[src/rtl/calc_pkg.sv]
// Shared types for the calculator command issuer: ALU opcodes, the command word and the issuer FSM states.
package calc_pkg;

  typedef enum logic [2:0] {
    OP_INIT  = 3'b000,
    OP_LOADK = 3'b001,
    OP_MOVE  = 3'b010,
    OP_COPY  = 3'b011,
    OP_ADD   = 3'b100,
    OP_SUB   = 3'b101,
    OP_MUL   = 3'b110,
    OP_POW2  = 3'b111
  } op_e;

  typedef struct packed {
    logic [2:0] op;
    logic [1:0] k;
  } cmd_t;

  typedef enum logic [1:0] {
    ST_IDLE,
    ST_ISSUE,
    ST_WAIT,
    ST_DONE
  } iss_state_e;

endpackage

[src/rtl/calc_cmd_fifo.sv]
// Synchronous FIFO with full/empty flags; DEPTH must be a power of two so the pointers wrap for free.
module calc_cmd_fifo #(
  parameter int DEPTH = 4,
  parameter int WIDTH = 5
) (
  input  logic             clk,
  input  logic             rst,
  input  logic             push_i,
  input  logic [WIDTH-1:0] data_i,
  input  logic             pop_i,
  output logic [WIDTH-1:0] data_o,
  output logic             full_o,
  output logic             empty_o
);

  localparam int AW = $clog2(DEPTH);

  logic [WIDTH-1:0] mem_q [DEPTH];
  logic [AW-1:0]    wr_ptr_q, rd_ptr_q;
  logic [AW:0]      cnt_q;
  logic             do_push, do_pop;

  // Push is gated by the registered full flag only, so a pop never frees a slot in the same cycle.
  assign do_push = push_i && !full_o;
  assign do_pop  = pop_i && !empty_o;
  assign full_o  = (cnt_q == (AW+1)'(DEPTH));
  assign empty_o = (cnt_q == '0);
  assign data_o  = mem_q[rd_ptr_q];

  always_ff @(posedge clk) begin
    if (rst) begin
      wr_ptr_q <= '0;
      rd_ptr_q <= '0;
      cnt_q    <= '0;
    end else begin
      if (do_push) wr_ptr_q <= wr_ptr_q + AW'(1);
      if (do_pop)  rd_ptr_q <= rd_ptr_q + AW'(1);
      case ({do_push, do_pop})
        2'b10:   cnt_q <= cnt_q + (AW+1)'(1);
        2'b01:   cnt_q <= cnt_q - (AW+1)'(1);
        default: cnt_q <= cnt_q;
      endcase
    end
  end

  always_ff @(posedge clk) begin
    if (do_push) mem_q[wr_ptr_q] <= data_i;
  end

endmodule

[src/rtl/calc_op_issuer.sv]
// Issues queued calculator commands to the ALU one at a time and returns one captured result per command.
// Optional CALC_ISSUE_COUNT_EN adds an 8-bit wrapping count of issued commands.
module calc_op_issuer
  import calc_pkg::*;
#(
  parameter int FIFO_DEPTH    = 4,
  parameter int SETTLE_CYCLES = 1,
  parameter int DATA_W        = 5
) (
  input  logic              clk,
  input  logic              rst,
  input  logic              cmd_valid,
  output logic              cmd_ready,
  input  logic [4:0]        cmd_data,
  output logic              perform,
  output logic [2:0]        op,
  output logic [1:0]        k,
  input  logic [DATA_W-1:0] alu_r0,
  input  logic [DATA_W-1:0] alu_r1,
  input  logic [DATA_W-1:0] alu_r2,
  input  logic [DATA_W-1:0] alu_r3,
  output logic              res_valid,
  input  logic              res_ready,
  output logic [DATA_W-1:0] res_data,
  output logic              busy
`ifdef CALC_ISSUE_COUNT_EN
  ,
  output logic [7:0]        issue_count
`endif
);

  localparam int CNT_W = $clog2(SETTLE_CYCLES + 1);

  iss_state_e        state_q, state_d;
  logic [2:0]        op_q, op_d;
  logic [1:0]        k_q, k_d;
  logic [CNT_W-1:0]  cnt_q, cnt_d;
  logic [DATA_W-1:0] res_q, res_d;
  logic [DATA_W-1:0] sel_res;
  logic [4:0]        head_w;
  cmd_t              head;
  logic              fifo_full, fifo_empty, pop;

  calc_cmd_fifo #(
    .DEPTH (FIFO_DEPTH),
    .WIDTH ($bits(cmd_t))
  ) u_fifo (
    .clk     (clk),
    .rst     (rst),
    .push_i  (cmd_valid),
    .data_i  (cmd_data),
    .pop_i   (pop),
    .data_o  (head_w),
    .full_o  (fifo_full),
    .empty_o (fifo_empty)
  );

  assign head = cmd_t'(head_w);

  // COPY reports its destination register; every other op leaves its result in r0.
  always_comb begin
    sel_res = alu_r0;
    if (op_q == OP_COPY) begin
      case (k_q)
        2'd0:    sel_res = alu_r0;
        2'd1:    sel_res = alu_r1;
        2'd2:    sel_res = alu_r2;
        default: sel_res = alu_r3;
      endcase
    end
  end

  always_comb begin
    state_d = state_q;
    op_d    = op_q;
    k_d     = k_q;
    cnt_d   = cnt_q;
    res_d   = res_q;
    pop     = 1'b0;
    case (state_q)
      ST_IDLE: begin
        if (!fifo_empty) begin
          pop     = 1'b1;
          op_d    = head.op;
          k_d     = head.k;
          state_d = ST_ISSUE;
        end
      end
      ST_ISSUE: begin
        cnt_d   = CNT_W'(SETTLE_CYCLES - 1);
        state_d = ST_WAIT;
      end
      ST_WAIT: begin
        if (cnt_q == '0) begin
          res_d   = sel_res;
          state_d = ST_DONE;
        end else begin
          cnt_d = cnt_q - CNT_W'(1);
        end
      end
      ST_DONE: begin
        if (res_ready) state_d = ST_IDLE;
      end
      default: state_d = ST_IDLE;
    endcase
  end

  always_ff @(posedge clk) begin
    if (rst) begin
      state_q <= ST_IDLE;
      op_q    <= 3'b000;
      k_q     <= 2'b00;
      cnt_q   <= '0;
      res_q   <= '0;
    end else begin
      state_q <= state_d;
      op_q    <= op_d;
      k_q     <= k_d;
      cnt_q   <= cnt_d;
      res_q   <= res_d;
    end
  end

  // Decoded from the state register so a reset edge drops them immediately.
  assign perform   = (state_q == ST_ISSUE);
  assign res_valid = (state_q == ST_DONE);
  assign busy      = (state_q != ST_IDLE) || !fifo_empty;
  assign cmd_ready = !fifo_full;
  assign op        = op_q;
  assign k         = k_q;
  assign res_data  = res_q;

`ifdef CALC_ISSUE_COUNT_EN
  logic [7:0] issue_cnt_q;

  always_ff @(posedge clk) begin
    if (rst)                       issue_cnt_q <= 8'd0;
    else if (state_q == ST_ISSUE)  issue_cnt_q <= issue_cnt_q + 8'd1;
  end

  assign issue_count = issue_cnt_q;
`endif

endmodule

[config.mk]
export PLATFORM = sky130hd
export DESIGN_NAME = calc_op_issuer
export DESIGN_NICKNAME = d
export VERILOG_FILES = /design/src/rtl/calc_pkg.sv /design/src/rtl/calc_cmd_fifo.sv /design/src/rtl/calc_op_issuer.sv
export SDC_FILE = /design/constraint.sdc
export NUM_CORES = 1
export LEC_CHECK = 0
export ABC_AREA = 1
export BUFFER_PORTS_ARGS = -buffer_cell sky130_fd_sc_hd__buf_2
export CAP_MARGIN = 25
export CORE_UTILIZATION = 55
export CTS_CLUSTER_DIAMETER = 200
export DETAILED_ROUTE_END_ITERATION = 10
export PLACE_DENSITY = 0.83
export SETUP_SLACK_MARGIN = 0.2
export SLEW_MARGIN = 20
export SYNTH_ARGS = -nofsm -noshare
export SYNTH_HDL_FRONTEND = slang
export SYNTH_HIERARCHICAL = 1
export SYNTH_SLANG_ARGS = --single-unit
[constraint.sdc]
create_clock -name clk -period 3.5 [get_ports clk]
set_input_delay 0.7 -clock clk [delete_from_list [all_inputs] [get_ports clk]]
set_output_delay 0.7 -clock clk [all_outputs]
set_load 0.005 [all_outputs]
==> impl_metrics.tcl, run 1 <==
set metrics [dict create \
    fin_util_pct 66.9 \
    drtPass1Iterations 4 \
    grt_pass1_wl_mm 6.53 \
    cts-resized-gates 0 \
    max_slew.worst_pin.slew_ns 0.532 \
    yosysSeqAreaShare_pct 51.4 \
    instances_no_fill 316 \
    p_leak_nw 1.01 \
    drv_slew 0 \
    fin_total_pwr_mw 1.50 \
    die_width_um 62.1 \
    ioPinCount 43 \
    required_ns 3.76 \
    critPathMaxStageDelay_ns 0.38 \
    holdBufCountCts 0 \
    r2r_cells 15 \
    timing.slew.headroom_pct 64.4 \
    numClockSinks 41 \
    drtIter0Drc 123 \
    min_path_cells 2 \
    grt_overflow_total 0 \
    register_area_sq_um 1020 \
    grt_usage_pct 21.6 \
    cts_buffer_depth 2 \
    path_cells "inv_1, ha_1, inv_1, nor2_2, inv_1, nor2_1, ha_1, inv_1, fa_1, inv_1, nand2_1, nand3_1, nand2_1, inv_1, nor2_1" \
    synth_cells 224 \
    layout_setup_ws_ns 1.32 \
    cp_slowest_cell "fa_1" \
    post-dp-hpwl_mm 2.76 \
    cts.clk_slew.worst_paths_ns 0.13 \
    synth-simple-area-share_pct 18.0 \
    wl_per_cell_um 11.9 \
    nFillCells 287 \
    worstSetupPathType "flip-flop to flip-flop" \
    antennaDiodeCount 0 \
    synth.avg_cell_area_sq_um 8.87 \
    dp_slack_ns 1.41 \
    multi_input_area_sq_um 803 \
    grt_pass1_vias 1535 \
    gp_congestion 0.795 \
    rsz0062_at_grt "no" \
    synth_xor_area_share_pct 0 \
    drc 0 \
    htreeDepth 2 \
    yosysWarnings 6 \
    maxCapViolCount 0 \
    worstPathArrival_ns 2.44 \
    vias 1614 \
    viasPerCell 5.11 \
    syn_nets 264 \
    holdPathEnd "op[2]$_SDFFE_PP0P_" \
    drive_gt1_share_pct 24.1 \
    status "finished clean" \
    hold_viol_final 0 \
    min_path_type "flip-flop to flip-flop" \
    cts_tree "built" \
    cts_setup_buffers 0 \
    ant_nets 0 \
    numCtsBuffers 5 \
    io_buffers 42 \
    wirelength_mm 3.78 \
    insertion_delay_ns 0.35 \
    min_from "op[2]$_SDFFE_PP0P_" \
    start_util_pct 58.6 \
    dieArea_sq_um 3860 \
    nets 309 \
    cp_common_cell "inv_1" \
    r2r_start "state_q[0]$_SDFFE_PP0P_" \
    areaGrowthSynthToFinish_pct 14.1 \
    placedCellCount 308 \
    antenna_found_initial 0 \
    syn-cell-area_sq_um 1990 \
    synth_fa_ha_area_share_pct 7.30 \
    root_buffer "clkbuf_4" \
    fin_crit_ns 2.18 \
    die_y_um 62.1 \
    ys_types 24 \
    rows 21 \
    core_area_sq_um 3390 \
    powerDensity_nw_per_um2 662 \
    synth-seq-cells 41 \
    post-route-period-util_pct 62.3 \
    setup_viol 0 \
    crit_path_start_kind "flip-flop" \
    mostFrequentLayoutCells "buf_2 (42), nor2_1 (37), o21ai_0 (29)" \
    cp_max_fo 6 \
    synth_top_family_by_area "simple AND/OR/NAND/NOR gates" \
    fin_skew_ns 0.0148 \
    ff2ff_setup_slack_ns 1.32 \
    max_freq_ghz 0.458 \
    fin_setup_tns_ns 0 \
    timing.rr.end "u_fifo/cnt_q[2]$_SDFFE_PP0P_" \
    synthMuxAreaShare_pct 0 \
    synth_compound_area_share_pct 15.1 \
    crit_path_end_kind "flip-flop" \
    grt_max_degree 14 \
    final_common_cell "buf_2" \
    vdd_ir_drop_max_mv 0.468 \
]
## per-stage QoR
stage                     cell area (sq um)  hold WS [ns]
after detailed placement               2210         0.474
after floorplan                        1990         0.448
after global placement                 2210         0.470
after CTS                              2270         0.498
final                                  2270         0.496
after global routing                   2270         0.507
## power by group
group          leakage [nW]  internal [mW]  switching, mW
Sequential            0.357          0.604         0.0881
Combinational         0.618          0.217          0.360
Clock                0.0310         0.0758          0.155
Total                  1.01          0.896          0.604
## sequential cells by signal, summed over array words and instances (netlist names), named ones only
name,count
u_fifo/cnt_q,3
u_fifo/wr_ptr_q,2
k,2
res_data,5
u_fifo/mem_q,20
state_q,2
op,3
u_fifo/rd_ptr_q,2
## cell families after synthesis
| logic type | Yosys count |
|---|---|
| flops | 41 |
| fa+ha+maj | 11 |
| simple gates | 81 |
| compound gates | 55 |
| buf+inv | 36 |
## synth_stat cells
cell      number  area (sq um)
nor2_1        37           139
o21ai_0       29           145
inv_1         28           105
nand2_1       23          86.3
dfxtp_1       21           420
edfxtp_1      20           601
a21oi_1       15          75.1
nand3_1       13          65.1
ha_1          10           125
a21oi_2        5          43.8
o22ai_1        5          31.3
inv_2          4          15.0
nand3_2        3          30.0
buf_12         1          20.0
buf_4          1          7.51
buf_6          1          11.3
clkbuf_1       1          3.75
fa_1           1          20.0
nand2_2        1          6.26
nand3b_1       1          7.51
nand4_1        1          6.26
nor2_2         1          6.26
nor2_4         1          11.3
o21ai_1        1          5.00
## worst max-delay path, delay by kind of cell (launching register included)
family	cells	cell delay, ns
fa+ha+maj	3	0.73
buf+inv	6	0.43
flops	1	0.36
simple gates	6	0.59
## how the worst max path moves through the flow
stage	from	to	slack, ns	cells after the start
after floorplan	state_q[0]$_SDFFE_PP0P_	u_fifo/cnt_q[2]$_SDFFE_PP0P_	1.63	15
after global placement	state_q[0]$_SDFFE_PP0P_	u_fifo/cnt_q[2]$_SDFFE_PP0P_	1.52	15
after detailed placement	state_q[1]$_SDFFE_PP0P_	u_fifo/cnt_q[2]$_SDFFE_PP0P_	1.41	15
after CTS	state_q[1]$_SDFFE_PP0P_	u_fifo/cnt_q[2]$_SDFFE_PP0P_	1.37	14
after global routing	state_q[1]$_SDFFE_PP0P_	u_fifo/cnt_q[2]$_SDFFE_PP0P_	1.10	14
final	state_q[0]$_SDFFE_PP0P_	u_fifo/cnt_q[2]$_SDFFE_PP0P_	1.32	15
## cell type report
type                            instances  area share (%)
Sequential cell                        41            45.0
Multi-Input combinational cell        147            35.4
Timing Repair Buffer                   42            9.27
Inverter                               32            5.30
Tap cell                               46            2.54
Clock buffer                            5            1.66
Clock inverter                          3           0.773
## metal layers
layer | part of all wire [%] | routed length, um | track usage (%) | vias up
li1 | - | - | - | 832
met1 | 45 | 1680 | 27.3 | 738
met2 | 50 | 1870 | 36.3 | 39
met3 | 4.6 | 174 | 5.70 | 5
met4 | 1.3 | 50 | 6.98 | 0
met5 | 0 | 0 | 0 | -
(Power assumes the default switching activity.)
==> run 2: changes to the inputs <==
Settings changed: ABC_AREA 1 to 0, CORE_UTILIZATION 55 to 48, PLACE_DENSITY 0.83 to 0.77.
Clock period 3.5 ns to 1.8 ns, I/O delays scaled along.
==> impl_metrics.tcl, run 2 <==
set metrics [dict create \
    status "finished with violations" \
    violations "negative setup slack" \
    antennaDiodeCount 0 \
    path_delay_family "adder cells" \
    async_flop_share_pct 0 \
    synth_area_leaders "edfxtp_1 (32%), dfxtp_1 (22%), mux4_2 (12%)" \
    drive_gt1_share_pct 53.7 \
    grt_max_degree 21 \
    max_flop_register "u_fifo/mem_q" \
    maxCapViolCount 0 \
    ant_nets 0 \
    grt_overflow_total 0 \
    layout_setup_ws_ns -0.237 \
    synth.most_common_cell "dfxtp_1" \
    crit_path_start_kind "flip-flop" \
    root_buffer "clkbuf_8" \
    ff2ff_setup_slack_ns -0.24 \
    placedCellCount 244 \
    synthTopCellsByCount "dfxtp_1 (21), edfxtp_1 (20), nor2_1 (17)" \
    fin_skew_ns 0.00502 \
    rsz0062_at_grt "yes" \
    drv_slew 0 \
    fin_util_pct 69.9 \
    timing.slew.headroom_pct 74.1 \
    largest_reg_flops 20 \
    wl_per_cell_um 14.9 \
    synth_top_cell_by_area "edfxtp_1" \
    areaGrowthSynthToFinish_pct 37.3 \
    grt_use_met1_pct 20.8 \
    postPlaceCellArea_sq_um 2290 \
    io_buffers 42 \
    drtIter0Drc 52 \
    cts_buffer_depth 2 \
    p_leak_nw 1.12 \
    ys_types 29 \
    hold_viol_final 0 \
    grtUsageMet3_pct 7.75 \
    critPathBufInv 3 \
    wirelength_mm 3.95 \
    final_common_cell "buf_2" \
    yosysWarnings 6 \
    cp_common_cell "inv_2" \
    holdBufCountCts 0 \
    cp_slowest_cell "dfxtp_2" \
    synthFlopType "dfxtp_1" \
    min_from "cmd_data[1]" \
    setup_viol 23 \
    required_ns 2.02 \
    worstSetupPathType "flip-flop to flip-flop" \
    vdd_ir_drop_max_mv 0.901 \
    critPathLaunch "state_q[0]$_SDFFE_PP0P_" \
    crit_path_end_kind "flip-flop" \
    grt_usage_pct 19.9 \
    post-dp-hpwl_mm 2.70 \
    start_util_pct 50.9 \
    synth.avg_cell_area_sq_um 13.1 \
    worstPathArrival_ns 2.26 \
    grt_pass1_wl_mm 6.11 \
    post-route-period-util_pct 113 \
    insertion_delay_ns 0.30 \
    fin_crit_ns 2.04 \
    core_area_sq_um 3720 \
    rows 22 \
    nets 257 \
    cts_tree "built" \
    powerDensity_nw_per_um2 1510 \
    synth_cells 144 \
    max_slew.worst_pin.slew_ns 0.388 \
    mostFrequentLayoutCells "buf_2 (42), buf_4 (20), edfxtp_1 (20)" \
    min_path_type "input port to flip-flop" \
    instances_no_fill 266 \
    htreeDepth 2 \
    vias 1392 \
    syn_nets 184 \
    synth-seq-cells 41 \
    busiest_layer "met2" \
    max_freq_ghz 0.491 \
    r2r_start "state_q[0]$_SDFFE_PP0P_" \
    critPathMaxStageDelay_ns 0.34 \
    numCtsBuffers 5 \
    antenna_found_initial 0 \
    drc 0 \
    numClockSinks 41 \
    die_y_um 64.8 \
    yosysSeqAreaShare_pct 54.0 \
    cts.clk_slew.worst_paths_ns 0.08 \
    gp_congestion 0.673 \
    drtPass1Iterations 4 \
    dieArea_sq_um 4190 \
    cp_max_fo 2 \
    syn-cell-area_sq_um 1890 \
    ioPinCount 43 \
    design_area_sq_um 2600 \
    synth_top_area_share_pct 31.8 \
    grt_util_met2_pct 34.4 \
    path_cells "inv_2, ha_4, nor2b_4, o31ai_4, inv_2, ha_4, inv_2, fa_2, xor2_1, or3_1, a21oi_2" \
    grt_pass1_vias 1403 \
    synth-edff-count 20 \
    viasPerCell 5.23 \
    die_width_um 64.8 \
]
run 2: cell type report:
class                      count  area, sq um
clock buffer                   5         68.8
clock inverter                 3         41.3
fill                         253         1120
inverter                      11         41.3
multi-input combinational     86          882
sequential                    41         1030
tap                           48         60.1
timing repair buffer          72          473
run 2: path summary, 6_finish.rpt:
kind                                   to  cells past startpoint
max          u_fifo/cnt_q[2]$_SDFFE_PP0P_                     11
min          u_fifo/mem_q[2][1]$_DFFE_PP_                      1
max reg2reg  u_fifo/cnt_q[2]$_SDFFE_PP0P_                     11
min reg2reg      res_data[0]$_SDFFE_PP0P_                      2
run 2: cell families (layout without fill, tap and decap cells):
logic type / Yosys count / in the layout / synth area share, %
muxes: 20 / 20 / 17.2
adders and majority gates: 11 / 11 / 7.68
xor gates and xnor gates: 3 / 3 / 1.39
AOI/OAI and AO/OA: 19 / 19 / 6.16
buffers and inverters: 17 / 91 / 3.90
DFF: 41 / 41 / 54.0
and+or+nand+nor: 33 / 33 / 9.66
run 2: where the power goes:
group / internal, mW / leakage (nW) / switching, mW / total (mW)
combinational: 1.03 / 0.712 / 0.779 / 1.81
clock: 0.408 / 0.0518 / 0.320 / 0.728
sequential: 1.19 / 0.357 / 0.195 / 1.38
total: 2.63 / 1.12 / 1.29 / 3.92
run 2: through the flow:
step	hold slack [ns]	TNS [ns]	setup WS, ns	power [mW]
2_1_floorplan	0.425	-0.448	-0.289	2.31
3_3_place_gp	0.470	-0.414	-0.262	2.74
3_5_place_dp	0.482	-0.577	-0.339	2.83
4_1_cts	0.268	-0.348	-0.213	3.81
5_1_grt	0.264	-4.51	-0.343	4.16
6_report	0.277	-3.40	-0.237	3.92
run 2: timing repair:
action,CTS,global route
setup buffers,9,5
gates resized for setup,31,4
endpoints found under the setup margin,6,27
pin swaps,7,3
run 2: routing by layer:
metal | vias to the layer above | share of wire, %
met2 | 46 | 53
met5 | - | 0
met3 | 7 | 6.9
met1 | 675 | 39
li1 | 664 | -
met4 | 0 | 1.7
run 2: worst reg2reg max path, stage by stage (launching register included):
cell and delay, ns:
dfxtp_2 0.34, inv_2 0.08, ha_4 0.13, nor2b_4 0.17
o31ai_4 0.09, inv_2 0.07, ha_4 0.13, inv_2 0.03
fa_2 0.32, xor2_1 0.15, or3_1 0.32, a21oi_2 0.12
==> run 3: changes to the inputs <==
Settings changed: REMOVE_ABC_BUFFERS set to 1.
==> impl_metrics.tcl, run 3 (synthesis results as in run 2) <==
set metrics [dict create \
    status "finished with violations" \
    violations "negative setup slack" \
    grt_pass1_vias 1285 \
    numCtsBuffers 5 \
    grt_max_degree 21 \
    ioPinCount 43 \
    insertion_delay_ns 0.29 \
    holdBufCountCts 0 \
    root_buffer "clkbuf_8" \
    max_flop_register "u_fifo/mem_q" \
    drtIter0Drc 42 \
    fin_crit_ns 2.01 \
    min_path_type "input port to flip-flop" \
    post-route-period-util_pct 111 \
    die_y_um 64.8 \
    vdd_ir_drop_max_mv 0.788 \
    wl_per_cell_um 14.4 \
    start_util_pct 50.9 \
    numClockSinks 41 \
    drtPass1Iterations 4 \
    gp_congestion 0.716 \
    cts.clk_slew.worst_paths_ns 0.08 \
    p_leak_nw 1.05 \
    rows 22 \
    vias 1291 \
    drc 0 \
    cp_max_fo 2 \
    grt_usage_pct 18.0 \
    drive_gt1_share_pct 46.3 \
    areaGrowthSynthToFinish_pct 30.2 \
    hold_viol_final 0 \
    max_freq_ghz 0.499 \
    dieArea_sq_um 4190 \
    required_ns 2.02 \
    post-dp-hpwl_mm 2.66 \
    design_area_sq_um 2460 \
    final_common_cell "buf_2" \
    fin_skew_ns 0.00490 \
    io_buffers 42 \
    die_width_um 64.8 \
    nets 242 \
    setup_viol 2 \
    ant_nets 0 \
    drv_slew 0 \
    worstPathArrival_ns 2.22 \
    htreeDepth 2 \
    viasPerCell 5.14 \
    layout_setup_ws_ns -0.205 \
    rsz0062_at_grt "yes" \
    grt_pass1_wl_mm 5.65 \
    maxCapViolCount 0 \
    crit_path_end_kind "flip-flop" \
    max_slew.worst_pin.slew_ns 0.400 \
    cts_buffer_depth 2 \
    core_area_sq_um 3720 \
    largest_reg_flops 20 \
    wirelength_mm 3.61 \
    fin_setup_tns_ns -0.285 \
    cts_tree "built" \
    timing.slew.headroom_pct 73.3 \
    antenna_found_initial 0 \
    mostFrequentLayoutCells "buf_2 (42), edfxtp_1 (20), nor2_1 (16), dfxtp_1 (16), buf_4 (13)" \
    powerDensity_nw_per_um2 1550 \
    grt_overflow_total 0 \
    antennaDiodeCount 0 \
    worstSetupPathType "flip-flop to flip-flop" \
    postPlaceCellArea_sq_um 2230 \
    crit_path_start_kind "flip-flop" \
]
[run 3: path summary, 6_finish.rpt]
path,start,endpoint,slack [ns],depth (start not counted)
worst min register to register,res_data[1]$_SDFFE_PP0P_,res_data[1]$_SDFFE_PP0P_,0.49,2
worst max register to register,state_q[1]$_SDFFE_PP0P_,u_fifo/cnt_q[2]$_SDFFE_PP0P_,-0.21,11
worst max-delay path,state_q[1]$_SDFFE_PP0P_,u_fifo/cnt_q[2]$_SDFFE_PP0P_,-0.21,11
worst min-delay path,cmd_data[4],u_fifo/mem_q[2][4]$_DFFE_PP_,0.28,1
[run 3: power by group]
group	total [mW]	leakage, nW	internal, mW	switching (mW)
Combinational	1.53	0.624	0.852	0.673
Sequential	1.41	0.357	1.19	0.222
Clock	0.883	0.0687	0.558	0.324
Total	3.82	1.05	2.60	1.22
[run 3: layer usage]
layer  vias up  global-route usage, %  share of wire, %
met5         -                      0                 0
met4         0                   5.83              0.80
met3         4                   5.11               6.2
met2        44                   31.9                52
met1       610                   20.7                41
li1        633                      -                 -
[run 3: layout make-up]
type,count,area [sq um]
timing repair buffer,57,330
clock buffer,5,68.8
clock inverter,3,68.8
multi-input combinational,86,863
inverter,11,41.3
fill,271,1250
sequential,41,1030
tap,48,60.1
[run 3: repair_timing]
item                                    in CTS  in global routing
resized for setup                           14                 11
buffers inserted                             1                  1
pin swaps                                    3                  1
endpoints found under the setup margin       4                  7
[run 3: per-stage QoR]
| stage | utilization [%] | power [mW] | setup WS, ns | std cells | hold WS, ns |
|---|---|---|---|---|---|
| 2_1_floorplan | - | 2.16 | -0.704 | 138 | 0.429 |
| 3_3_place_gp | 59.9 | 2.61 | -0.249 | 241 | 0.471 |
| 3_5_place_dp | 59.9 | 2.70 | -0.371 | 241 | 0.478 |
| 4_1_cts | 64.9 | 3.72 | -0.244 | 250 | 0.273 |
| 5_1_grt | 66.3 | 4.06 | -0.285 | 251 | 0.270 |
| 6_report | 66.3 | 3.82 | -0.205 | 251 | 0.280 |
[run 3: worst max-delay path: stages, from the launching register on]
cell,delay (ns)
dfxtp_2,0.33
inv_2,0.07
ha_4,0.13
nor2b_4,0.16
o31ai_4,0.09
inv_2,0.07
ha_4,0.14
inv_2,0.03
fa_2,0.32
xor2_1,0.15
or3_1,0.31
a21oi_1,0.12
